[src/rtl/burst_rr_sched.sv]
`default_nettype none
// +--------------------------------------------------------------------------+
// | Module   : burst_rr_sched                                                |
// | Purpose  : Burst round-robin mover from N_SRC show-ahead FIFOs into one  |
// |            destination FIFO, with cycle and transfer counters.           |
// | Revision : 1.0                                                           |
// +--------------------------------------------------------------------------+
module burst_rr_sched #(
  parameter int N_SRC = 2,
  parameter int WIDTH = 64,
  parameter int BURST = 4
) (
  input  logic                   clk_i,
  input  logic                   reset_i,
  input  logic                   en_i,
  input  logic [N_SRC-1:0]       src_empty_i,
  input  logic [N_SRC*WIDTH-1:0] src_data_i,
  output logic [N_SRC-1:0]       src_pop_o,
  input  logic                   dst_full_i,
  output logic                   dst_push_o,
  output logic [WIDTH-1:0]       dst_data_o,
  output logic [N_SRC-1:0]       gnt_o,
  output logic                   busy_o,
  output logic [31:0]            cycle_o,
  output logic [31:0]            xfer_cnt_o
);

  localparam int IDX_W  = (N_SRC > 1) ? $clog2(N_SRC) : 1;
  localparam int BCNT_W = $clog2(BURST + 1);

  typedef enum logic [0:0] {
    ST_IDLE = 1'b0,
    ST_XFER = 1'b1
  } state_t;

  state_t              state_q, state_d;
  logic [N_SRC-1:0]    gnt_q, gnt_d;
  logic [IDX_W-1:0]    owner_q, owner_d;
  logic [IDX_W-1:0]    ptr_q, ptr_d;
  logic [BCNT_W-1:0]   bcnt_q, bcnt_d;
  logic [31:0]         cycle_q;
  logic [31:0]         xfer_q;

  logic                any_req;
  logic [IDX_W-1:0]    sel;
  logic [IDX_W-1:0]    owner_next;
  logic                owner_empty;
  logic                xfer_ok;
  int                  idx;

  // Scan from the highest offset down so the lowest offset from ptr_q wins.
  always_comb begin
    any_req = 1'b0;
    sel     = ptr_q;
    idx     = 0;
    for (int off = N_SRC - 1; off >= 0; off--) begin
      idx = int'(ptr_q) + off;
      if (idx >= N_SRC) begin
        idx = idx - N_SRC;
      end
      if (!src_empty_i[idx]) begin
        sel     = IDX_W'(idx);
        any_req = 1'b1;
      end
    end
  end

  assign owner_next  = (int'(owner_q) == N_SRC - 1) ? '0 : owner_q + 1'b1;
  assign owner_empty = src_empty_i[owner_q];
  assign xfer_ok     = reset_i && (state_q == ST_XFER) && !owner_empty && !dst_full_i;

  always_comb begin
    src_pop_o = '0;
    if (xfer_ok) begin
      src_pop_o[owner_q] = 1'b1;
    end
  end

  assign dst_push_o = xfer_ok;
  assign dst_data_o = src_data_i[int'(owner_q)*WIDTH +: WIDTH];
  assign gnt_o      = gnt_q;
  assign busy_o     = (state_q == ST_XFER);
  assign cycle_o    = cycle_q;
  assign xfer_cnt_o = xfer_q;

  always_comb begin
    state_d = state_q;
    gnt_d   = gnt_q;
    owner_d = owner_q;
    ptr_d   = ptr_q;
    bcnt_d  = bcnt_q;
    case (state_q)
      ST_IDLE: begin
        if (en_i && any_req) begin
          state_d    = ST_XFER;
          owner_d    = sel;
          gnt_d      = '0;
          gnt_d[sel] = 1'b1;
          bcnt_d     = '0;
        end
      end
      ST_XFER: begin
        // An empty owner releases even when the destination is also full.
        if (owner_empty) begin
          state_d = ST_IDLE;
          gnt_d   = '0;
          ptr_d   = owner_next;
        end else if (!dst_full_i) begin
          bcnt_d = bcnt_q + 1'b1;
          if (bcnt_q == BCNT_W'(BURST - 1)) begin
            state_d = ST_IDLE;
            gnt_d   = '0;
            ptr_d   = owner_next;
          end
        end
      end
      default: begin
        state_d = ST_IDLE;
        gnt_d   = '0;
      end
    endcase
  end

  always_ff @(posedge clk_i) begin
    if (!reset_i) begin
      state_q <= ST_IDLE;
      gnt_q   <= '0;
      owner_q <= '0;
      ptr_q   <= '0;
      bcnt_q  <= '0;
      cycle_q <= '0;
      xfer_q  <= '0;
    end else begin
      state_q <= state_d;
      gnt_q   <= gnt_d;
      owner_q <= owner_d;
      ptr_q   <= ptr_d;
      bcnt_q  <= bcnt_d;
      cycle_q <= cycle_q + 32'd1;
      if (xfer_ok) begin
        xfer_q <= xfer_q + 32'd1;
      end
    end
  end

endmodule
`default_nettype wire

[config.mk]
export PLATFORM = sky130hd
export DESIGN_NAME = burst_rr_sched
export DESIGN_NICKNAME = d
export VERILOG_FILES = /design/src/rtl/burst_rr_sched.sv
export SDC_FILE = /design/constraint.sdc
export NUM_CORES = 1
export LEC_CHECK = 0
export ABC_AREA = 0
export CORE_AREA = 2 2 103 105
export DETAILED_ROUTE_END_ITERATION = 12
export DIE_AREA = 0 0 105 107
export DONT_BUFFER_PORTS = 1
export HOLD_SLACK_MARGIN = 0.15
export PLACE_DENSITY = 0.61
export SLEW_MARGIN = 20
export SYNTH_ARGS = -nofsm -noshare
export SYNTH_HDL_FRONTEND = slang
export SYNTH_SLANG_ARGS = --single-unit
[constraint.sdc]
create_clock -name clk_i -period 4.95 [get_ports clk_i]
set_input_delay 0.7425 -clock clk_i [delete_from_list [all_inputs] [get_ports clk_i]]
set_output_delay 0.7425 -clock clk_i [all_outputs]
set_load 0.03 [all_outputs]
* Yosys cells after proc, flatten, opt, wreduce, memory -nomap -nowiden
Index checks and enable logic that the tools add are counted.
** Operators by class
- Add/subtract/negate cells :: 7
- Multiply operators :: 0
- Divide/modulo/power cells :: 0
- $lt $le $gt $ge :: 8
- Equal/unequal tests :: 7
- Shift-type cells :: 1
- Muxes and demuxes :: 37
- Bitwise gates (word level) :: 1
- Reduce and logical (&&, ||, !) cells :: 13
** Operators by type and width (count)
- variable part select 128 x 8 -> 64 bit :: 1
- adder 32 x 1 -> 32 bit (second input constant) :: 2
- less-than comparator 32 x 3 -> 1 bit (second input constant) :: 2
- two-way mux 32 bit :: 2
- two-way mux 1 bit :: 22
- two-way mux 2 bit :: 5
- two-way mux 3 bit :: 3
- AND reduction 3 bit :: 3
- logical AND 1 bit :: 6
- inequality test 2 bit (second input constant) :: 3
- one-hot mux 3 bit (2 select lines) :: 1
- less-than comparator 1 x 2 -> 1 bit (second input constant) :: 2
- one-hot mux 2 bit (2 select lines) :: 1
- adder 3 x 1 -> 3 bit (second input constant) :: 1
- == test 3 x 2 -> 1 bit (second input constant) :: 1
- inequality test 3 x 1 -> 1 bit (second input constant) :: 1
- inequality test 3 x 2 -> 1 bit (second input constant) :: 1
- subtractor 1 x 2 -> 3 bit (second input constant) :: 1
- subtractor 2 x 2 -> 3 bit (second input constant) :: 1
- adder 1 x 1 -> 2 bit (second input constant) :: 1
- demux 1 bit (select 1 bit) :: 2
- >= comparator 1 bit (second input constant) :: 2
- >= comparator 1 x 2 -> 1 bit (second input constant) :: 1
- >= comparator 2 bit (second input constant) :: 1
- 7 further kinds :: 8
** Word-level totals
- Register bits :: 72
- Bits in latches :: 0
- Bits in writable memories :: 0
- Bits in read-only memories :: 0
- Input bits :: 134
- Output and inout bits :: 134
- Logic and storage cells :: 81
- Memories :: 0

* Depth between registers and ports, before layout
Gate-level depths: netlist of the first run.
- Word-level depth :: 14
- Mapped depth :: 7
- Gate-level depth less buffers :: 6

* Worst setup path after synthesis of the first run
No wires, ideal clock.
- Kind :: input to output
- Start :: input src_empty_i[0]
- End :: output src_pop_o[0]
- Arrival time :: 1.650 ns
- Required time :: 4.208 ns
- Setup slack :: 2.557 ns
- Stages on the path :: 3
- Buffers on the path :: 0
- Path through :: mux2i_4 > nand2_1 > nor2_1
** Between the ends
- Cells in the longest elaborated chain, start to end :: 6
** Ends and longest elaborated chain
- from (decl) :: line 16 : input logic [N_SRC-1:0] src_empty_i,
- two-way mux 1 bit (implied by the code) (2 in a row) :: line 69 : assign owner_empty = src_empty_i[owner_q];
- logical NOT 1 bit :: line 70 : assign xfer_ok = reset_i && (state_q == ST_XFER) && !owner_empty && !dst_full_i;
- logical AND 1 bit (2 in a row) :: line 70
- two-way mux 2 bit :: line 74 : if (xfer_ok) begin
- to (decl) :: line 18 : output logic [N_SRC-1:0] src_pop_o,
Every way passes these cells. The select of a mux whose other input is x is not followed.

* Final worst setup path of the first run
- Start :: register state_q, in the netlist busy_o
- End :: output src_pop_o[1]
** Between the ends
- Cells in the longest elaborated chain, start to end :: 4
** Ends and longest elaborated chain
- from (decl) :: line 36 : state_t state_q, state_d;
- from (signal assigned) :: line 134 : state_q <= state_d;
- logical AND 1 bit (3 in a row) :: line 70
- two-way mux 2 bit :: line 74
Every way passes these cells.

==> results of run 1 <==
## cell usage after synthesis, types with 8 or more instances
master    count
o31ai_1      27
nand4_1      23
and4_1        9
or3_1         9
dfxtp_1      72
mux2_2       65
nand3_1      28
nor4_1       10
or4_1        29
xor2_1       13
inv_1        12
nand2_1      34
clkbuf_1     23
nor2_1       25
and3_1       10
mux2i_1       8
a21oi_1      39
## state kept, by name, summed over array words and instances, names as in the netlist
| name | flops |
|---|---|
| cycle_o | 32 |
| busy_o | 1 |
| gnt_o | 2 |
| ptr_q | 1 |
| bcnt_q | 3 |
| xfer_cnt_o | 32 |
| owner_q | 1 |
## power by group through the flow
stage / Combinational [mW] / Clock, mW / Sequential, mW
2_1_floorplan: 0.209 / 0 / 0.612
3_3_place_gp: 0.225 / 0 / 0.616
5_1_grt: 0.235 / 0.507 / 0.603
6_report: 0.225 / 0.469 / 0.602
3_5_place_dp: 0.226 / 0 / 0.616
4_1_cts: 0.227 / 0.486 / 0.602
## cells by family after synthesis
group | after synthesis | synth area share, %
simple gates | 196 | 26.2
buf+inv | 40 | 3.91
xor+xnor | 19 | 3.88
mux | 74 | 19.4
fa+ha+maj | 4 | 1.17
compound gates | 82 | 11.9
flops | 72 | 33.6
## layer usage
layer | up-vias | global-route usage [%]
met5 | - | 0
met4 | 0 | 11.6
met3 | 22 | 6.20
met2 | 240 | 43.7
met1 | 1820 | 23.0
li1 | 1824 | -
## final timing paths
kind / startpoint / endpoint / slack (ns) / cells past startpoint
hold / removal: bcnt_q[2]$_SDFFE_PN0P_ / bcnt_q[2]$_SDFFE_PN0P_ / 0.48 / 2
setup / recovery: busy_o$_SDFF_PN0_ / src_pop_o[1] / 2.15 / 3
setup reg to reg: cycle_o[2]$_SDFF_PN0_ / cycle_o[27]$_SDFF_PN0_ / 2.58 / 4
hold reg to reg: bcnt_q[2]$_SDFFE_PN0P_ / bcnt_q[2]$_SDFFE_PN0P_ / 0.48 / 2
## layout make-up
type | instances | area, µm² | share of cell area, %
repair buffers | 2 | 15.0 | 0.328
diodes | 6 | 15.0 | 0.328
well taps | 136 | 170 | 3.72
clock buffers | 9 | 124 | 2.71
multi-input cells | 375 | 2680 | 58.7
flip-flops and latches | 72 | 1440 | 31.6
clock inverters | 7 | 72.6 | 1.59
inverters | 13 | 48.8 | 1.07
## worst max-delay path: stages (launching register included)
cell and delay, ns:
dfxtp_1 0.68, and3b_1 0.34, nand2_1 0.21, nor2_1 0.49
## through the flow
stage / util, % / setup slack [ns]
after floorplan: - / 2.56
after global placement: 43.2 / 2.41
after detailed placement: 43.2 / 2.38
after CTS: 45.2 / 2.13
after global routing: 45.3 / 2.01
final: 45.3 / 2.15
==> flow_summary.json, run 1 <==
{
  "cts-resized-gates": 0,
  "ys.warnings.count": 0,
  "fin_area_mm2": 0.00457,
  "drt_wl_total_mm": 13.7,
  "grt_pass1_wl_mm": 20.0,
  "yosysSeqAreaShare_pct": 33.6,
  "gp_congestion": 0.805,
  "grt_setup_unrepaired": "false",
  "port_buffers": 0,
  "power_density_mw_per_mm2": 284,
  "min_period_ns": 2.80,
  "period_share_pct": 56.5,
  "viasPerCell": 6.30,
  "vdd_drop_max_uv": 154,
  "fillers": 1050,
  "top_layer_used": "met4",
  "hold_class": "reg -> reg",
  "postRouteAntennaNets": 0,
  "cp.arrival_ns": 2.05,
  "hpwl_mm": 10.6,
  "grt_pass1_vias": 3526,
  "status": "finished, final reports clean",
  "rows": 37,
  "grt_max_degree": 69,
  "synth_area_mm2": 0.00429,
  "setup_viol": 0,
  "ys_ff_latch": 72,
  "synth_edf_count": 0,
  "fp.dieH_um": 107,
  "root_buffer": "clkbuf_8",
  "core_area_mm2": 0.0101,
  "synth_flop_cell": "dfxtp_1",
  "cts_buffer_depth": 2,
  "ios": 268,
  "die_w_um": 105,
  "finalHoldViolations": 0,
  "antenna_found_initial": 10,
  "slew_headroom_pct": 44.3,
  "syn_avg_cell_area_um2": 8.81,
  "swShare_pct": 32.0,
  "crit_type": "reg -> out",
  "grt_usage_pct": 23.0,
  "p_leak_nw": 1.40,
  "final_nets": 611,
  "pwr-share-comb_pct": 17.4,
  "route.detailed.drc": 0,
  "crit_path_end_kind": "output pin",
  "h-tree-depth": 3,
  "firstDrtPassIters": 4,
  "finalSetupTns_ns": 0,
  "report.final.slew_viol_count": 0,
  "wl_met2_mm": 7.55,
  "cp.required_ns": 4.21,
  "wl_met3_mm": 1.13,
  "cts.sinks": 72,
  "layout_common_cells": "71 x dfxtp_1, 65 x mux2_2, 39 x a21oi_1",
  "numCtsBuffers": 9,
  "grt-ovfl-total": 0,
  "place_area_mm2": 0.00436,
  "fin_hold_ws_ns": 0.482,
  "switchingPower_mw": 0.415,
  "p_seq_share_pct": 46.4,
  "clkLatencyLatePin_ns": 0.34,
  "fin_cells": 620,
  "synthDominantCellAreaShare_pct": 33.6,
  "clkPwrFrac_pct": 36.2,
  "skew_ns": 0.0144,
  "ys_types": 40,
  "placed_cells": 598,
  "internal_power_mw": 0.881,
  "final_common_cell": "dfxtp_1",
  "tightestPinTransition_ns": 0.830,
  "drtIter0Drc": 224,
  "synthTopCellsByArea": "dfxtp_1 34%, mux2_2 17%, or4_1 5.1%, o31ai_1 4.7%, a21oi_1 4.5%",
  "cap_violations": 0,
  "wl_met1_mm": 4.85,
  "synth_fp_nets": 625,
  "vias": 3906,
  "drt-wirelength-per-cell_um": 22.2,
  "drive_gt1_share_pct": 18.4,
  "cts_tree": "yes",
  "hold_buffers": 0,
  "timing.fmax_ghz": 0.358,
  "crit_path_start_kind": "flip-flop",
  "synth_top_area_cell": "dfxtp_1",
  "post-cts-setup-buffer-count": 0,
  "synthCells": 487,
  "dieArea_mm2": 0.0112,
  "synthArstFlopShare_pct": 0,
  "total_power_mw": 1.30,
  "start_util_pct": 42.5,
  "area_growth_pct": 6.50,
  "clk_pin_slew_ns": 0.07,
  "crit_fanout": 9
}
Note: power is estimated with default switching activity, not from simulation.
==> inputs of run 2 (changes only) <==
- CORE_AREA: 2 2 103 105 -> 2 2 104 106
- DIE_AREA: 0 0 105 107 -> 0 0 106 108
- PLACE_DENSITY: 0.61 -> 0.6
- clock period: 4.95 -> 2.85 ns (I/O delays scaled with it)
==> run 2 against run 1 <==
  * Utilization grew 0.91 points
  * Flip-flop and latch count is the same
  * Global-route usage shrank 1.1 points
  * Via count grew 2.8%
  * Clock skew shrank 0.0060 ns
  * Sequential power grew 71%
  * Sequential share of layout area shrank 1.0 points
  * Register-to-register slack lost 2.1 ns
  * Worst hold slack lost 0.29 ns
==> flow_summary.json, run 2 (synthesis results as in run 1) <==
{
  "status": "finished, final reports clean",
  "finalHoldViolations": 0,
  "rows": 37,
  "final_nets": 629,
  "clkLatencyLatePin_ns": 0.35,
  "drtIter0Drc": 241,
  "grt_usage_pct": 21.9,
  "cp.arrival_ns": 1.96,
  "n_antenna_cell": 0,
  "grt_pass1_vias": 3596,
  "total_power_mw": 2.37,
  "place_worst_setup_slack_ns": 0.604,
  "post-cts-setup-buffer-count": 0,
  "worst-r2r-setup-slack_ns": 0.53,
  "rr_worst_depth": 5,
  "period_share_pct": 83.9,
  "skew_ns": 0.00838,
  "cts.sinks": 72,
  "area_growth_pct": 10.1,
  "min_period_ns": 2.39,
  "route.detailed.drc": 0,
  "grt_pass1_wl_mm": 19.5,
  "gp_congestion": 0.859,
  "root_buffer": "clkbuf_8",
  "cap_violations": 0,
  "crit_fanout": 9,
  "clk_pin_slew_ns": 0.08,
  "p_leak_nw": 1.52,
  "grt-ovfl-total": 0,
  "final_core_util_pct": 46.2,
  "vdd_drop_max_uv": 274,
  "final_common_cell": "dfxtp_1",
  "grt_setup_unrepaired": "false",
  "hpwl_mm": 10.1,
  "core_area_mm2": 0.0102,
  "setup_viol": 0,
  "drive_gt1_share_pct": 21.0,
  "whs_endpoint": "owner_q$_SDFFE_PN0P_",
  "hold_start": "reset_i",
  "crit_type": "reg -> out",
  "viasPerCell": 6.36,
  "reg2reg_to": "xfer_cnt_o[28]$_SDFFE_PN0P_",
  "timing.rr.start": "xfer_cnt_o[0]$_SDFFE_PN0P_",
  "tightestPinTransition_ns": 0.926,
  "ios": 268,
  "power_density_mw_per_mm2": 501,
  "crit_path_end_kind": "output pin",
  "port_buffers": 0,
  "layout_setup_ws_ns": 0.458,
  "fp.dieH_um": 108,
  "fin_hold_ws_ns": 0.196,
  "firstDrtPassIters": 4,
  "start_util_pct": 42.0,
  "cts_tree": "yes",
  "cp.required_ns": 2.42,
  "drt_wl_total_mm": 13.4,
  "grt_max_degree": 69,
  "hold_class": "in -> reg",
  "vias": 4016,
  "h-tree-depth": 3,
  "cts_buffer_depth": 2,
  "die_w_um": 106,
  "whs_path_depth": 2,
  "crit_path_start_kind": "flip-flop",
  "numCtsBuffers": 9,
  "finalSetupTns_ns": 0,
  "antenna_found_initial": 0,
  "dieArea_mm2": 0.0114,
  "slew_headroom_pct": 37.9,
  "drt-wirelength-per-cell_um": 21.3,
  "hold_buffers": 0,
  "report.final.slew_viol_count": 0,
  "timing.fmax_ghz": 0.418,
  "cts-resized-gates": 0,
  "postRouteAntennaNets": 0,
  "layout_common_cells": "71 x dfxtp_1, 65 x mux2_2, 39 x a21oi_1"
}
==> run 2: cell types whose count changed in the layout (fill, tap and decap cells not counted) <==
cell / previous run / this run
buf_4: 2 / 19
clkbuf_1: 0 / 1
clkbuf_8: 9 / 11
diode_2: 6 / 0
bufinv_16: 1 / 2
clkinv_2: 2 / 1
buf_12: 0 / 1
clkinvlp_4: 2 / 0
clkinv_4: 2 / 0
==> run 2: report_power, final <==
group | internal, mW | switching, mW | total, mW | leakage, nW
clock | 0.536 | 0.391 | 0.926 | 0.112
combinational | 0.118 | 0.291 | 0.409 | 0.827
sequential | 1.02 | 0.0159 | 1.03 | 0.582
total | 1.67 | 0.698 | 2.37 | 1.52
==> run 2: final cells by class <==
cell class | instances | area, µm²
Timing Repair Buffer | 20 | 163
Multi-Input combinational cell | 375 | 2680
Tap cell | 136 | 170
Inverter | 13 | 48.8
Clock buffer | 12 | 155
Sequential cell | 72 | 1440
Fill cell | 983 | 5500
Clock inverter | 3 | 65.1
==> run 2: worst max-delay path by stage <==
stage	from	endpoint	slack, ns	depth (start not counted)
finish	busy_o$_SDFF_PN0_	src_pop_o[1]	0.46	4
CTS	busy_o$_SDFF_PN0_	src_pop_o[1]	0.45	4
global route	owner_q$_SDFFE_PN0P_	src_pop_o[1]	0.32	4
detailed placement	xfer_cnt_o[0]$_SDFFE_PN0P_	xfer_cnt_o[26]$_SDFFE_PN0P_	0.60	5
floorplan	cycle_o[0]$_SDFF_PN0_	cycle_o[28]$_SDFF_PN0_	0.80	6
global placement	cycle_o[7]$_SDFF_PN0_	cycle_o[21]$_SDFF_PN0_	0.67	4
==> run 2: critical path, stage by stage, from the launching register on <==
cell     delay (ns)
dfxtp_1        0.65
and3b_1        0.35
nand2_1        0.22
nor2_1         0.21
buf_4          0.19
==> run 2: metrics by stage <==
stage | cells | cell area [µm²]
detailed placement | 616 | 4510
global placement | 616 | 4510
finish | 631 | 4730
CTS | 631 | 4730
floorplan | 487 | 4290
global route | 631 | 4730
==> run 2: per-layer routing <==
metal | global-route usage (%) | share of wire (%) | up-vias
met5 | 0 | 0 | -
met4 | 6.11 | 1.3 | 0
met3 | 4.34 | 6.6 | 17
met2 | 43.1 | 54 | 228
met1 | 23.7 | 38 | 1923
li1 | - | - | 1848
